### config.mk
export PLATFORM = sky130hd
export DESIGN_NAME = spi_slave_ctrl
export DESIGN_NICKNAME = d
export VERILOG_FILES = /design/src/rtl/spi_slave_ctrl.sv
export SDC_FILE = /design/constraint.sdc
export NUM_CORES = 1
export LEC_CHECK = 0
export CORE_MARGIN = 1.5
export CORE_UTILIZATION = 35
export CTS_CLUSTER_DIAMETER = 80
export CTS_CLUSTER_SIZE = 16
export DETAILED_ROUTE_END_ITERATION = 10
export HOLD_SLACK_MARGIN = 0.06
export PLACE_DENSITY = 0.58
export SYNTH_ARGS = -nofsm -noshare
export SYNTH_HDL_FRONTEND = slang
export SYNTH_SLANG_ARGS = --single-unit
### constraint.sdc
create_clock -name clk -period 2.3 [get_ports clk]
set_clock_uncertainty 0.1 [all_clocks]
set_input_delay 0.46 -clock clk [delete_from_list [all_inputs] [get_ports clk]]
set_output_delay 0.46 -clock clk [all_outputs]
set_load 0.01 [all_outputs]
### src/rtl/spi_slave_ctrl.sv
// SPI slave front end for the single-port SPI RAM.
// Deserialises 10-bit MOSI frames {cmd[1:0], payload[7:0]} into rx_data with
// a one-cycle rx_valid strobe, and for read-data frames serialises the RAM's
// returned byte on MISO, MSB first. Everything runs on the SPI clock.
module spi_slave_ctrl #(
  parameter int unsigned FRAME_W = 10,
  parameter int unsigned DATA_W  = 8
) (
  input  logic               clk,
  input  logic               rst,
  input  logic               SS_n,
  input  logic               MOSI,
  output logic               MISO,
  output logic [FRAME_W-1:0] rx_data,
  output logic               rx_valid,
  input  logic [DATA_W-1:0]  tx_data,
  input  logic               tx_valid
);

  // Receive counter counts frame bits taken so far (0..FRAME_W).
  localparam int unsigned BCW = $clog2(FRAME_W + 1);
  // Transmit counter: 0 idle, 1..DATA_W bits driven, DATA_W+1 byte finished.
  localparam int unsigned TCW = $clog2(DATA_W + 2);

  localparam logic [BCW-1:0] FRAME_LAST = BCW'(FRAME_W - 1);
  localparam logic [BCW-1:0] FRAME_FULL = BCW'(FRAME_W);
  localparam logic [TCW-1:0] TX_FULL    = TCW'(DATA_W);
  localparam logic [TCW-1:0] TX_DONE    = TCW'(DATA_W + 1);

  typedef enum logic [2:0] {
    IDLE,
    CHK_CMD,
    WRITE,
    READ_ADD,
    READ_DATA
  } state_t;

  state_t             state_q,        state_d;
  logic [BCW-1:0]     bit_cnt_q,      bit_cnt_d;
  logic [FRAME_W-1:0] shift_q,        shift_d;
  logic [FRAME_W-1:0] rx_data_q,      rx_data_d;
  logic               rx_valid_q,     rx_valid_d;
  logic               rd_addr_seen_q, rd_addr_seen_d;
  logic               tx_loaded_q,    tx_loaded_d;
  logic [TCW-1:0]     tx_cnt_q,       tx_cnt_d;
  logic [DATA_W-1:0]  tx_shift_q,     tx_shift_d;
  logic               miso_q,         miso_d;

  logic               frame_done;
  logic [FRAME_W-1:0] frame_next;

  assign frame_done = (bit_cnt_q == FRAME_FULL);
  assign frame_next = {shift_q[FRAME_W-2:0], MOSI};

  assign MISO     = miso_q;
  assign rx_data  = rx_data_q;
  assign rx_valid = rx_valid_q;

  // State and datapath registers, cleared asynchronously by rst.
  always_ff @(posedge clk or posedge rst) begin
    if (rst) begin
      state_q        <= IDLE;
      bit_cnt_q      <= '0;
      shift_q        <= '0;
      rx_data_q      <= '0;
      rx_valid_q     <= 1'b0;
      rd_addr_seen_q <= 1'b0;
      tx_loaded_q    <= 1'b0;
      tx_cnt_q       <= '0;
      tx_shift_q     <= '0;
      miso_q         <= 1'b0;
    end else begin
      state_q        <= state_d;
      bit_cnt_q      <= bit_cnt_d;
      shift_q        <= shift_d;
      rx_data_q      <= rx_data_d;
      rx_valid_q     <= rx_valid_d;
      rd_addr_seen_q <= rd_addr_seen_d;
      tx_loaded_q    <= tx_loaded_d;
      tx_cnt_q       <= tx_cnt_d;
      tx_shift_q     <= tx_shift_d;
      miso_q         <= miso_d;
    end
  end

  // Next-state logic: frame reception, command routing and read-back shifting.
  always_comb begin
    state_d        = state_q;
    bit_cnt_d      = bit_cnt_q;
    shift_d        = shift_q;
    rx_data_d      = rx_data_q;
    rx_valid_d     = 1'b0;
    rd_addr_seen_d = rd_addr_seen_q;
    tx_loaded_d    = tx_loaded_q;
    tx_cnt_d       = tx_cnt_q;
    tx_shift_d     = tx_shift_q;
    miso_d         = miso_q;

    if (state_q != IDLE && SS_n) begin
      // Deselect aborts whatever is in flight; a partial frame is dropped.
      state_d     = IDLE;
      bit_cnt_d   = '0;
      tx_cnt_d    = '0;
      tx_loaded_d = 1'b0;
      miso_d      = 1'b0;
      if (tx_cnt_q == TX_FULL) begin
        // Last data bit was already on the wire: the byte counts as sent.
        rd_addr_seen_d = 1'b0;
      end
    end else begin
      unique case (state_q)
        IDLE: begin
          if (!SS_n) begin
            state_d = CHK_CMD;
          end
        end

        CHK_CMD: begin
          // First frame bit is cmd[1]; it alone selects the path.
          shift_d   = FRAME_W'(MOSI);
          bit_cnt_d = BCW'(1);
          if (!MOSI) begin
            state_d = WRITE;
          end else if (rd_addr_seen_q) begin
            state_d = READ_DATA;
          end else begin
            state_d = READ_ADD;
          end
        end

        WRITE, READ_ADD, READ_DATA: begin
          if (!frame_done) begin
            shift_d   = frame_next;
            bit_cnt_d = bit_cnt_q + BCW'(1);
            if (bit_cnt_q == FRAME_LAST) begin
              rx_data_d  = frame_next;
              rx_valid_d = 1'b1;
              if (state_q == READ_ADD) begin
                rd_addr_seen_d = 1'b1;
              end
            end
          end

          if (state_q == READ_DATA && frame_done) begin
            if (!tx_loaded_q) begin
              // MSB goes out on the same edge that sees tx_valid.
              if (tx_valid) begin
                miso_d      = tx_data[DATA_W-1];
                tx_shift_d  = {tx_data[DATA_W-2:0], 1'b0};
                tx_cnt_d    = TCW'(1);
                tx_loaded_d = 1'b1;
              end
            end else if (tx_cnt_q < TX_FULL) begin
              miso_d     = tx_shift_q[DATA_W-1];
              tx_shift_d = {tx_shift_q[DATA_W-2:0], 1'b0};
              tx_cnt_d   = tx_cnt_q + TCW'(1);
            end else if (tx_cnt_q == TX_FULL) begin
              miso_d         = 1'b0;
              rd_addr_seen_d = 1'b0;
              tx_cnt_d       = TX_DONE;
            end
          end
        end

        default: begin
          state_d = IDLE;
        end
      endcase
    end
  end

endmodule

After elaboration in Yosys (flattened, before gate mapping)
Index checks and enable logic that the tools add are counted.
{"block": "op_classes", "n_addsub": 2, "n_lt_le_gt_ge": 1, "n_eq_ne": 14, "n_mux": 45, "bitwise": 2, "n_reduce_logical": 19}
{"operator": "$mux 4", "n": 9}
{"operator": "$mux 1", "n": 25}
{"operator": "$mux 8", "n": 3}
{"operator": "$pmux 9 s2", "n": 1}
{"operator": "$eq 4x4->1 const B", "n": 3}
{"operator": "$mux 3", "n": 4}
{"operator": "$mux 9", "n": 1}
{"operator": "$pmux 3 s3", "n": 1}
{"operator": "$reduce_bool 3->1", "n": 3}
{"operator": "$add 4x1->4 const B", "n": 2}
{"operator": "$pmux 4 s2", "n": 1}
{"operator": "$reduce_and 2->1", "n": 4}
{"operator": "$reduce_and 4->1", "n": 2}
{"operator": "$reduce_bool 2->1", "n": 4}
{"operator": "$eq 3x2->1 const B", "n": 2}
{"operator": "$ne 3x3->1 const B", "n": 2}
{"operator": "$reduce_and 5->1", "n": 1}
{"operator": "$lt 4x4->1 const B", "n": 1}
{"operator": "$ne 2x1->1 const B", "n": 2}
{"operator": "$ne 2x2->1 const B", "n": 2}
{"operator": "$ne 4x1->1 const B", "n": 1}
{"operator": "$eq 3x1->1 const B", "n": 1}
{"operator": "$eq 3x3->1 const B", "n": 1}
{"operator": "$logic_not 3->1", "n": 1}
{"operator": "other kinds (4)", "n": 6}
{"block": "totals", "regBits": 42, "in_bits": 13, "out_inout_bits": 12, "elab_cells": 93}

Depth between registers and ports, before layout
Gate-level depths: netlist of the first run.
{"block": "depth", "ltp_word": 10, "mapped_depth": 7, "depth_no_buf": 6}

Worst setup path before layout of the first run
Ideal clock, no wire load.
{"block": "synth_timing", "path_kind": "reg-to-reg", "startpoint": "register bit_cnt_q[0]", "endpoint": "register rx_data_q[1] (netlist: rx_data[1])", "setup_time_ns": 0.125, "arrival_ns": 1.709, "path_slack_ns": 0.366, "path_stages_with_launch": 7, "path_buffers": 1, "synth_period_minus_slack_ns": 1.934, "cell_sequence": "dfrtp_1 -> inv_1 -> ha_1 -> nand4bb_1 -> a211oi_4 -> buf_6 -> mux2_2"}
{"block": "synth_between", "elab_chain_cells": 3, "word_cells_on_any_way": 4, "classes_between": "2 x eq/ne; 1 x bitwise; 1 x reduce/logical"}
{"item": "start, declared", "line_no": "39", "rtl": "logic [BCW-1:0] bit_cnt_q, bit_cnt_d;"}
{"item": "start signal, assigned", "line_no": "74", "rtl": "bit_cnt_q <= bit_cnt_d;"}
{"item": "$eq 4x4->1", "line_no": "52", "rtl": "assign frame_done = (bit_cnt_q == FRAME_FULL);"}
{"item": "$not 1->1 (no source line)"}
{"item": "$reduce_and 4->1 (no source line) (*)"}
{"item": "end signal, assigned", "line_no": "76", "rtl": "rx_data_q <= rx_data_d;"}
{"item": "end, declared", "line_no": "41", "rtl": "logic [FRAME_W-1:0] rx_data_q, rx_data_d;"}
Mark *: on every way between the ends. The rest lies on a longest branch, timed or not.
A chain may end at the register's enable or synchronous reset.

Worst setup path after layout of the first run
{"block": "layout_timing", "startpoint": "register state_q[1]", "endpoint": "register rx_data_q[8] (netlist: rx_data[8])"}
{"block": "layout_between", "elab_chain_cells": 4, "word_cells_on_any_way": 8, "classes_between": "3 x eq/ne; 1 x bitwise; 4 x reduce/logical"}
{"item": "start, declared", "line_no": "38", "rtl": "state_t state_q, state_d;"}
{"item": "start signal, assigned", "line_no": "73", "rtl": "state_q <= state_d;"}
{"item": "branches (longest 3 deep; another with $eq 3x2->1)"}
{"item": "$reduce_and 4->1 (no source line) (*)"}
Mark *: on every way between the ends.

==> impl_metrics.xml, run 1 <==
<?xml version="1.0" encoding="UTF-8"?>
<metrics>
  <group name="timing">
    <metric name="relSlewSlack" unit="">0.310</metric>
    <metric name="report.final.hold_viol_count" unit="">0</metric>
    <metric name="fin_tns_setup" unit="ns">0</metric>
    <metric name="timing_max_transition_violations_final" unit="">0</metric>
    <metric name="max_freq" unit="GHz">0.486</metric>
    <metric name="setup_viol" unit="">0</metric>
    <metric name="min_period" unit="ns">2.06</metric>
    <metric name="final.setup.worst_slack" unit="ns">0.243</metric>
    <metric name="rsz0062_at_grt" unit="">false</metric>
    <metric name="worst_pin_slew" unit="ns">1.03</metric>
    <metric name="final_min_period_over_clock_period" unit="">0.894</metric>
  </group>
  <group name="floorplanning">
    <metric name="io_pins" unit="">25</metric>
    <metric name="placement_rows" unit="">27</metric>
    <metric name="dieWidth" unit="microns">79.0</metric>
    <metric name="die_height" unit="microns">79.0</metric>
    <metric name="floorplan.initialDensity" unit="">0.365</metric>
    <metric name="placeableCoreArea" unit="sq mm">0.00554</metric>
    <metric name="die_area" unit="sq mm">0.00624</metric>
  </group>
  <group name="critical_path">
    <metric name="critical_path_endpoint_category" unit="">flip-flop</metric>
    <metric name="critPathLaunchType" unit="">flip-flop</metric>
    <metric name="worstPathMaxFanout" unit="">12</metric>
    <metric name="worst_ep_arrival_time" unit="ns">2.14</metric>
    <metric name="timing_worst_setup_path_type" unit="">reg -&gt; reg</metric>
    <metric name="worstPathRequired" unit="ns">2.38</metric>
  </group>
  <group name="cells_and_area">
    <metric name="final_design_area_no_fill" unit="sq mm">0.00253</metric>
    <metric name="multi_input_comb_area" unit="sq um">910</metric>
    <metric name="layout-area-overhead-vs-synth" unit="%">25.3</metric>
    <metric name="final_core_util" unit="">0.457</metric>
    <metric name="num_antenna_cells" unit="">0</metric>
    <metric name="layout_filler_cell_count" unit="">560</metric>
    <metric name="design.final.nets" unit="">229</metric>
    <metric name="drive_gt1_frac" unit="">0.193</metric>
    <metric name="final-seq-area" unit="sq mm">0.00103</metric>
  </group>
  <group name="logic_synthesis">
    <metric name="synthDistinctLibCells" unit="">44</metric>
    <metric name="synthesis.nets" unit="">194</metric>
    <metric name="synth_area_leader_cell" unit="">dfrtp_1</metric>
    <metric name="seq_area_frac_synth" unit="">0.507</metric>
    <metric name="share_of_flip_flops_with_an_asynchronous_set_or_reset_after_synthesis" unit="">1.00</metric>
    <metric name="syn_area_per_cell" unit="sq um">11.5</metric>
    <metric name="post_synth_most_frequent_cells" unit="">dfrtp_1, a21oi_1, inv_1, mux2_2, nor2_1</metric>
    <metric name="post_synth_inst_count" unit="">176</metric>
    <metric name="dominantRegCellSynth" unit="">dfrtp_1</metric>
    <metric name="synth.most_common_cell" unit="">dfrtp_1</metric>
    <metric name="synth_top_cell_area_share" unit="">0.507</metric>
    <metric name="dominant_cells_by_area_after_synthesis" unit="">dfrtp_1, mux2_2, a22o_1</metric>
    <metric name="synth-edff-count" unit="">0</metric>
    <metric name="synth.cell_area" unit="sq mm">0.00202</metric>
    <metric name="postSynthRegisterBits" unit="">41</metric>
    <metric name="synth.yosys.warnings" unit="">0</metric>
  </group>
  <group name="routing">
    <metric name="first_pass_iters" unit="">4</metric>
    <metric name="drc_errors" unit="">0</metric>
    <metric name="route.vias.total" unit="">1450</metric>
    <metric name="totalWireLength" unit="mm">3.93</metric>
    <metric name="drt-vias-per-instance" unit="">5.11</metric>
    <metric name="route.detailed.wl_per_inst" unit="microns">13.8</metric>
    <metric name="antenna_left" unit="">0</metric>
    <metric name="drt_iter0_drc" unit="">102</metric>
  </group>
  <group name="power">
    <metric name="cellLeakagePower" unit="nW">1.08</metric>
    <metric name="post-layout-total-power" unit="mW">1.54</metric>
    <metric name="irDropWorstVdd" unit="uV">435</metric>
    <metric name="power_density" unit="mW/mm^2">609</metric>
  </group>
  <group name="grt">
    <metric name="initial_antenna_violation_count" unit="">0</metric>
    <metric name="grt_first_pass_wirelength" unit="mm">6.93</metric>
    <metric name="globalRouteOverflowTotal" unit="">0</metric>
    <metric name="grt_util_all_layers" unit="">0.145</metric>
    <metric name="first_global_vias" unit="">1422</metric>
    <metric name="grt_start_max_net_pins" unit="">42</metric>
  </group>
  <group name="clock_tree">
    <metric name="clock_tree.buffer_depth" unit="">2</metric>
    <metric name="numCtsBuffers" unit="">5</metric>
    <metric name="cts_hold_buf" unit="">0</metric>
    <metric name="cts_resized" unit="">0</metric>
    <metric name="clkTransAtPathRegs" unit="ns">0.08</metric>
    <metric name="post-cts-setup-buffers" unit="">0</metric>
    <metric name="tritoncts" unit="">done</metric>
    <metric name="clk_latency" unit="ns">0.30</metric>
    <metric name="clockRootBuffer" unit="">clkbuf_8</metric>
    <metric name="ctsHtreeMaxLevel" unit="">2</metric>
    <metric name="clock_sink_count" unit="">41</metric>
  </group>
  <group name="run">
    <metric name="cap_violations" unit="">0</metric>
  </group>
  <group name="placement">
    <metric name="postPlaceCellArea" unit="sq mm">0.00242</metric>
    <metric name="detailedPlacementHpwl" unit="mm">2.79</metric>
    <metric name="port-buffer-count" unit="">24</metric>
    <metric name="gpl.final_weighted_congestion" unit="">0.742</metric>
    <metric name="place_ws" unit="ns">0.251</metric>
  </group>
  <group name="outcome">
    <metric name="outcome" unit="">completed</metric>
  </group>
  <group name="worst_hold_path">
    <metric name="hold_class" unit="">reg -&gt; reg</metric>
  </group>
</metrics>
[state kept, by name, indices dropped and copies added, names as in the netlist, 3 cells and up]
name	flops
state_q	3
rx_data	10
shift_q	9
tx_cnt_q	4
tx_shift_q	7
bit_cnt_q	4
[layout make-up]
class / instances / area share
clock inverter: 3 / 0.0183
sequential: 41 / 0.405
timing repair buffer: 36 / 0.140
clock buffer: 5 / 0.0272
inverter: 10 / 0.0148
multi-input combinational: 117 / 0.359
tap: 72 / 0.0356
[worst max-delay path, stage by stage (launching register included)]
cell and delay [ns]:
dfrtp_1 0.39, or3b_1 0.60, a211oi_4 0.35, buf_12 0.17, mux2_2 0.33
[report_power, final]
part / total (mW) / switching, mW / internal (mW) / leakage (nW)
registers: 0.781 / 0.0252 / 0.756 / 0.553
clock network: 0.584 / 0.260 / 0.325 / 0.0543
logic: 0.177 / 0.0931 / 0.0842 / 0.468
[worst paths after layout]
path                                   startpoint                  endpoint  slack (ns)  cells after the start
setup reg to reg           state_q[1]$_DFFE_PP0P_    rx_data[8]$_DFFE_PP0P_        0.24                      4
min in group asynchronous                     rst  bit_cnt_q[3]$_DFFE_PP0P_        0.47                      3
hold / removal             rx_data[0]$_DFFE_PP0P_    rx_data[0]$_DFFE_PP0P_        0.40                      1
setup / recovery           state_q[1]$_DFFE_PP0P_    rx_data[8]$_DFFE_PP0P_        0.24                      4
hold reg to reg            rx_data[0]$_DFFE_PP0P_    rx_data[0]$_DFFE_PP0P_        0.40                      1
max in group asynchronous                     rst    state_q[1]$_DFFE_PP0P_        1.26                      3
[placed cells by master (no fill, tap or decap), types with 7 or more instances in the layout]
cell type	synthesis	routed
dfrtp_1	41	41
clkdlybuf4s50_1	0	24
nor2_1	9	9
a22o_1	8	8
inv_1	10	10
nor2b_1	7	7
buf_4	1	10
o21ai_0	7	7
a21oi_1	11	11
mux2_2	10	10
[through the flow]
stage,instances,hold slack (ns)
final,284,0.400
after global routing,284,0.423
after CTS,284,0.404
after detailed placement,276,0.379
after global placement,276,0.382
after floorplan,176,0.361
[kinds of logic after synthesis]
group	synth area share
buffers and inverters	0.0427
AND/OR/NAND/NOR	0.124
AO/OA/AOI/OAI	0.204
multiplexers	0.0910
adder cells (fa/ha/maj)	0.0309
flip-flops	0.507
[metal layers]
layer / share of wire / GRT usage
met1: 0.48 / 0.201
met2: 0.46 / 0.215
met3: 0.032 / 0.0287
met4: 0.023 / 0.0702
met5: 0 / 0
(Power assumes the default switching activity.)
==> run 2, diff against run 1 <==
--- a/config.mk
+++ b/config.mk
@@ -10,6 +10,7 @@
 export CTS_CLUSTER_DIAMETER = 80
 export CTS_CLUSTER_SIZE = 16
 export DETAILED_ROUTE_END_ITERATION = 10
+export GPL_ROUTABILITY_DRIVEN = 0
 export HOLD_SLACK_MARGIN = 0.06
 export PLACE_DENSITY = 0.58
 export SYNTH_ARGS = -nofsm -noshare
==> results of run 2 <==
Same layout as run 1: the final DEF is identical, and so are final timing and power.
==> run 3, diff against run 2 <==
--- a/config.mk
+++ b/config.mk
@@ -5,14 +5,16 @@
 export SDC_FILE = /design/constraint.sdc
 export NUM_CORES = 1
 export LEC_CHECK = 0
+export CAP_MARGIN = 20
 export CORE_MARGIN = 1.5
 export CORE_UTILIZATION = 35
 export CTS_CLUSTER_DIAMETER = 80
 export CTS_CLUSTER_SIZE = 16
 export DETAILED_ROUTE_END_ITERATION = 10
+export DONT_BUFFER_PORTS = 1
 export GPL_ROUTABILITY_DRIVEN = 0
 export HOLD_SLACK_MARGIN = 0.06
-export PLACE_DENSITY = 0.58
+export PLACE_DENSITY = 0.52
 export SYNTH_ARGS = -nofsm -noshare
 export SYNTH_HDL_FRONTEND = slang
 export SYNTH_SLANG_ARGS = --single-unit
==> run 3 against run 2 <==
Net effect: final cell count down 9.5%; power up 3.7%; global-route usage up 0.14 points; sequential power up 0.9%; via count down 5.6%; routed wire length up 1.1%; worst setup slack worse by 0.088 ns; critical path type unchanged; largest power group unchanged.
==> impl_metrics.xml, run 3 (same netlist as run 1, synthesis figures left out) <==
<?xml version="1.0" encoding="UTF-8"?>
<metrics>
  <group name="grt">
    <metric name="grt_first_pass_wirelength" unit="mm">7.04</metric>
    <metric name="initial_antenna_violation_count" unit="">0</metric>
    <metric name="first_global_vias" unit="">1399</metric>
    <metric name="globalRouteOverflowTotal" unit="">0</metric>
    <metric name="grt_start_max_net_pins" unit="">42</metric>
    <metric name="grt_util_all_layers" unit="">0.146</metric>
  </group>
  <group name="clock_tree">
    <metric name="clk_latency" unit="ns">0.29</metric>
    <metric name="numCtsBuffers" unit="">5</metric>
    <metric name="clockRootBuffer" unit="">clkbuf_8</metric>
    <metric name="clkTransAtPathRegs" unit="ns">0.08</metric>
    <metric name="clock_sink_count" unit="">41</metric>
    <metric name="ctsHtreeMaxLevel" unit="">2</metric>
    <metric name="tritoncts" unit="">done</metric>
    <metric name="cts_hold_buf" unit="">0</metric>
    <metric name="post-cts-setup-buffers" unit="">0</metric>
    <metric name="clock_tree.buffer_depth" unit="">2</metric>
    <metric name="cts_resized" unit="">0</metric>
  </group>
  <group name="routing">
    <metric name="route.detailed.wl_per_inst" unit="microns">15.4</metric>
    <metric name="drc_errors" unit="">0</metric>
    <metric name="antenna_left" unit="">0</metric>
    <metric name="totalWireLength" unit="mm">3.97</metric>
    <metric name="first_pass_iters" unit="">4</metric>
    <metric name="drt_iter0_drc" unit="">63</metric>
    <metric name="drt-vias-per-instance" unit="">5.33</metric>
    <metric name="route.vias.total" unit="">1369</metric>
  </group>
  <group name="floorplanning">
    <metric name="dieWidth" unit="microns">79.0</metric>
    <metric name="die_area" unit="sq mm">0.00624</metric>
    <metric name="io_pins" unit="">25</metric>
    <metric name="floorplan.initialDensity" unit="">0.365</metric>
    <metric name="placement_rows" unit="">27</metric>
    <metric name="placeableCoreArea" unit="sq mm">0.00554</metric>
    <metric name="die_height" unit="microns">79.0</metric>
  </group>
  <group name="cells_and_area">
    <metric name="fin_cells" unit="">257</metric>
    <metric name="multi_input_comb_area" unit="sq um">910</metric>
    <metric name="drive_gt1_frac" unit="">0.205</metric>
    <metric name="layout-area-overhead-vs-synth" unit="%">12.0</metric>
    <metric name="largest_reg_flops" unit="">10</metric>
    <metric name="design.final.nets" unit="">202</metric>
    <metric name="final_cell_mix" unit="">dfrtp_1, a21oi_1, inv_1, mux2_2</metric>
    <metric name="final-seq-area" unit="sq mm">0.00103</metric>
    <metric name="layout_filler_cell_count" unit="">544</metric>
    <metric name="num_antenna_cells" unit="">0</metric>
    <metric name="final_common_cell" unit="">dfrtp_1</metric>
    <metric name="final_design_area_no_fill" unit="sq mm">0.00226</metric>
  </group>
  <group name="critical_path">
    <metric name="timing_worst_setup_path_type" unit="">reg -&gt; reg</metric>
    <metric name="worst_ep_arrival_time" unit="ns">2.21</metric>
    <metric name="critPathLaunchType" unit="">flip-flop</metric>
    <metric name="worstPathRequired" unit="ns">2.37</metric>
    <metric name="r2r-start" unit="">bit_cnt_q[0]$_DFFE_PP0P_</metric>
    <metric name="critical_path_endpoint_category" unit="">flip-flop</metric>
    <metric name="worst-r2r-setup-slack" unit="ns">0.15</metric>
    <metric name="reg2reg_depth" unit="">6</metric>
    <metric name="crit_path_start" unit="">bit_cnt_q[0]$_DFFE_PP0P_</metric>
    <metric name="worstPathMaxFanout" unit="">12</metric>
  </group>
  <group name="timing">
    <metric name="min_period" unit="ns">2.15</metric>
    <metric name="report.final.hold_viol_count" unit="">0</metric>
    <metric name="worst_pin_slew" unit="ns">0.513</metric>
    <metric name="max_freq" unit="GHz">0.466</metric>
    <metric name="rsz0062_at_grt" unit="">false</metric>
    <metric name="final_min_period_over_clock_period" unit="">0.933</metric>
    <metric name="setup_viol" unit="">0</metric>
    <metric name="fin_tns_setup" unit="ns">0</metric>
    <metric name="timing_max_transition_violations_final" unit="">0</metric>
    <metric name="relSlewSlack" unit="">0.658</metric>
  </group>
  <group name="run">
    <metric name="cap_violations" unit="">0</metric>
  </group>
  <group name="outcome">
    <metric name="outcome" unit="">completed</metric>
  </group>
  <group name="power">
    <metric name="cellLeakagePower" unit="nW">0.978</metric>
    <metric name="power_density" unit="mW/mm^2">707</metric>
    <metric name="irDropWorstVdd" unit="uV">404</metric>
  </group>
  <group name="placement">
    <metric name="postPlaceCellArea" unit="sq mm">0.00213</metric>
    <metric name="dpl.cell_count" unit="">249</metric>
    <metric name="port-buffer-count" unit="">0</metric>
    <metric name="detailedPlacementHpwl" unit="mm">2.83</metric>
  </group>
  <group name="worst_hold_path">
    <metric name="hold_class" unit="">in -&gt; async</metric>
  </group>
</metrics>
==> run 3: changes by cell type in the layout (fill, tap and decap cells not counted), sizes merged <==
cell	change
buf	-3
bufinv	+1
clkdlybuf4s50	-24
clkinvlp	-1
==> run 3: layout make-up <==
cell class                 instances  area share
inverter                          10      0.0166
tap                               72      0.0398
timing repair buffer               9      0.0298
sequential                        41       0.453
multi-input combinational        117       0.402
clock inverter                     3      0.0287
clock buffer                       5      0.0304
==> run 3: report_power, final <==
group / internal [mW] / leakage (nW) / switching, mW
clock network: 0.431 / 0.0681 / 0.246
registers: 0.756 / 0.553 / 0.0314
logic: 0.0586 / 0.357 / 0.0770
==> run 3: final timing paths <==
path | endpoint
min reg2reg | shift_q[8]$_DFFE_PP0P_
min in group clk | state_q[2]$_DFFE_PP0P_
max in group asynchronous | bit_cnt_q[1]$_DFFE_PP0P_
max | rx_data[5]$_DFFE_PP0P_
max reg2reg | rx_data[5]$_DFFE_PP0P_
min | rx_data[0]$_DFFE_PP0P_
==> run 3: stage by stage <==
step	utilization	setup WS (ns)	hold slack, ns	power [mW]
after global routing	0.409	0.0174	0.0960	1.69
after floorplan	-	0.366	0.361	0.895
after global placement	0.385	0.272	0.401	0.929
after detailed placement	0.385	0.180	0.400	0.939
final	0.409	0.155	0.0795	1.60
after CTS	0.409	0.161	0.102	1.62
==> run 3: metal layers <==
metal | vias up | part of all wire | global-route usage
li1 | 659 | - | -
met1 | 682 | 0.47 | 0.199
met2 | 22 | 0.48 | 0.222
met3 | 6 | 0.043 | 0.0425
met4 | 0 | 0.015 | 0.0491
met5 | - | 0 | 0
==> run 3: worst max-delay path: stages, from the launching register on <==
cell and delay, ns:
dfrtp_1 0.49, inv_1 0.11, ha_1 0.24, nand4bb_1 0.26, a211oi_4 0.23, buf_4 0.24, mux2_2 0.36
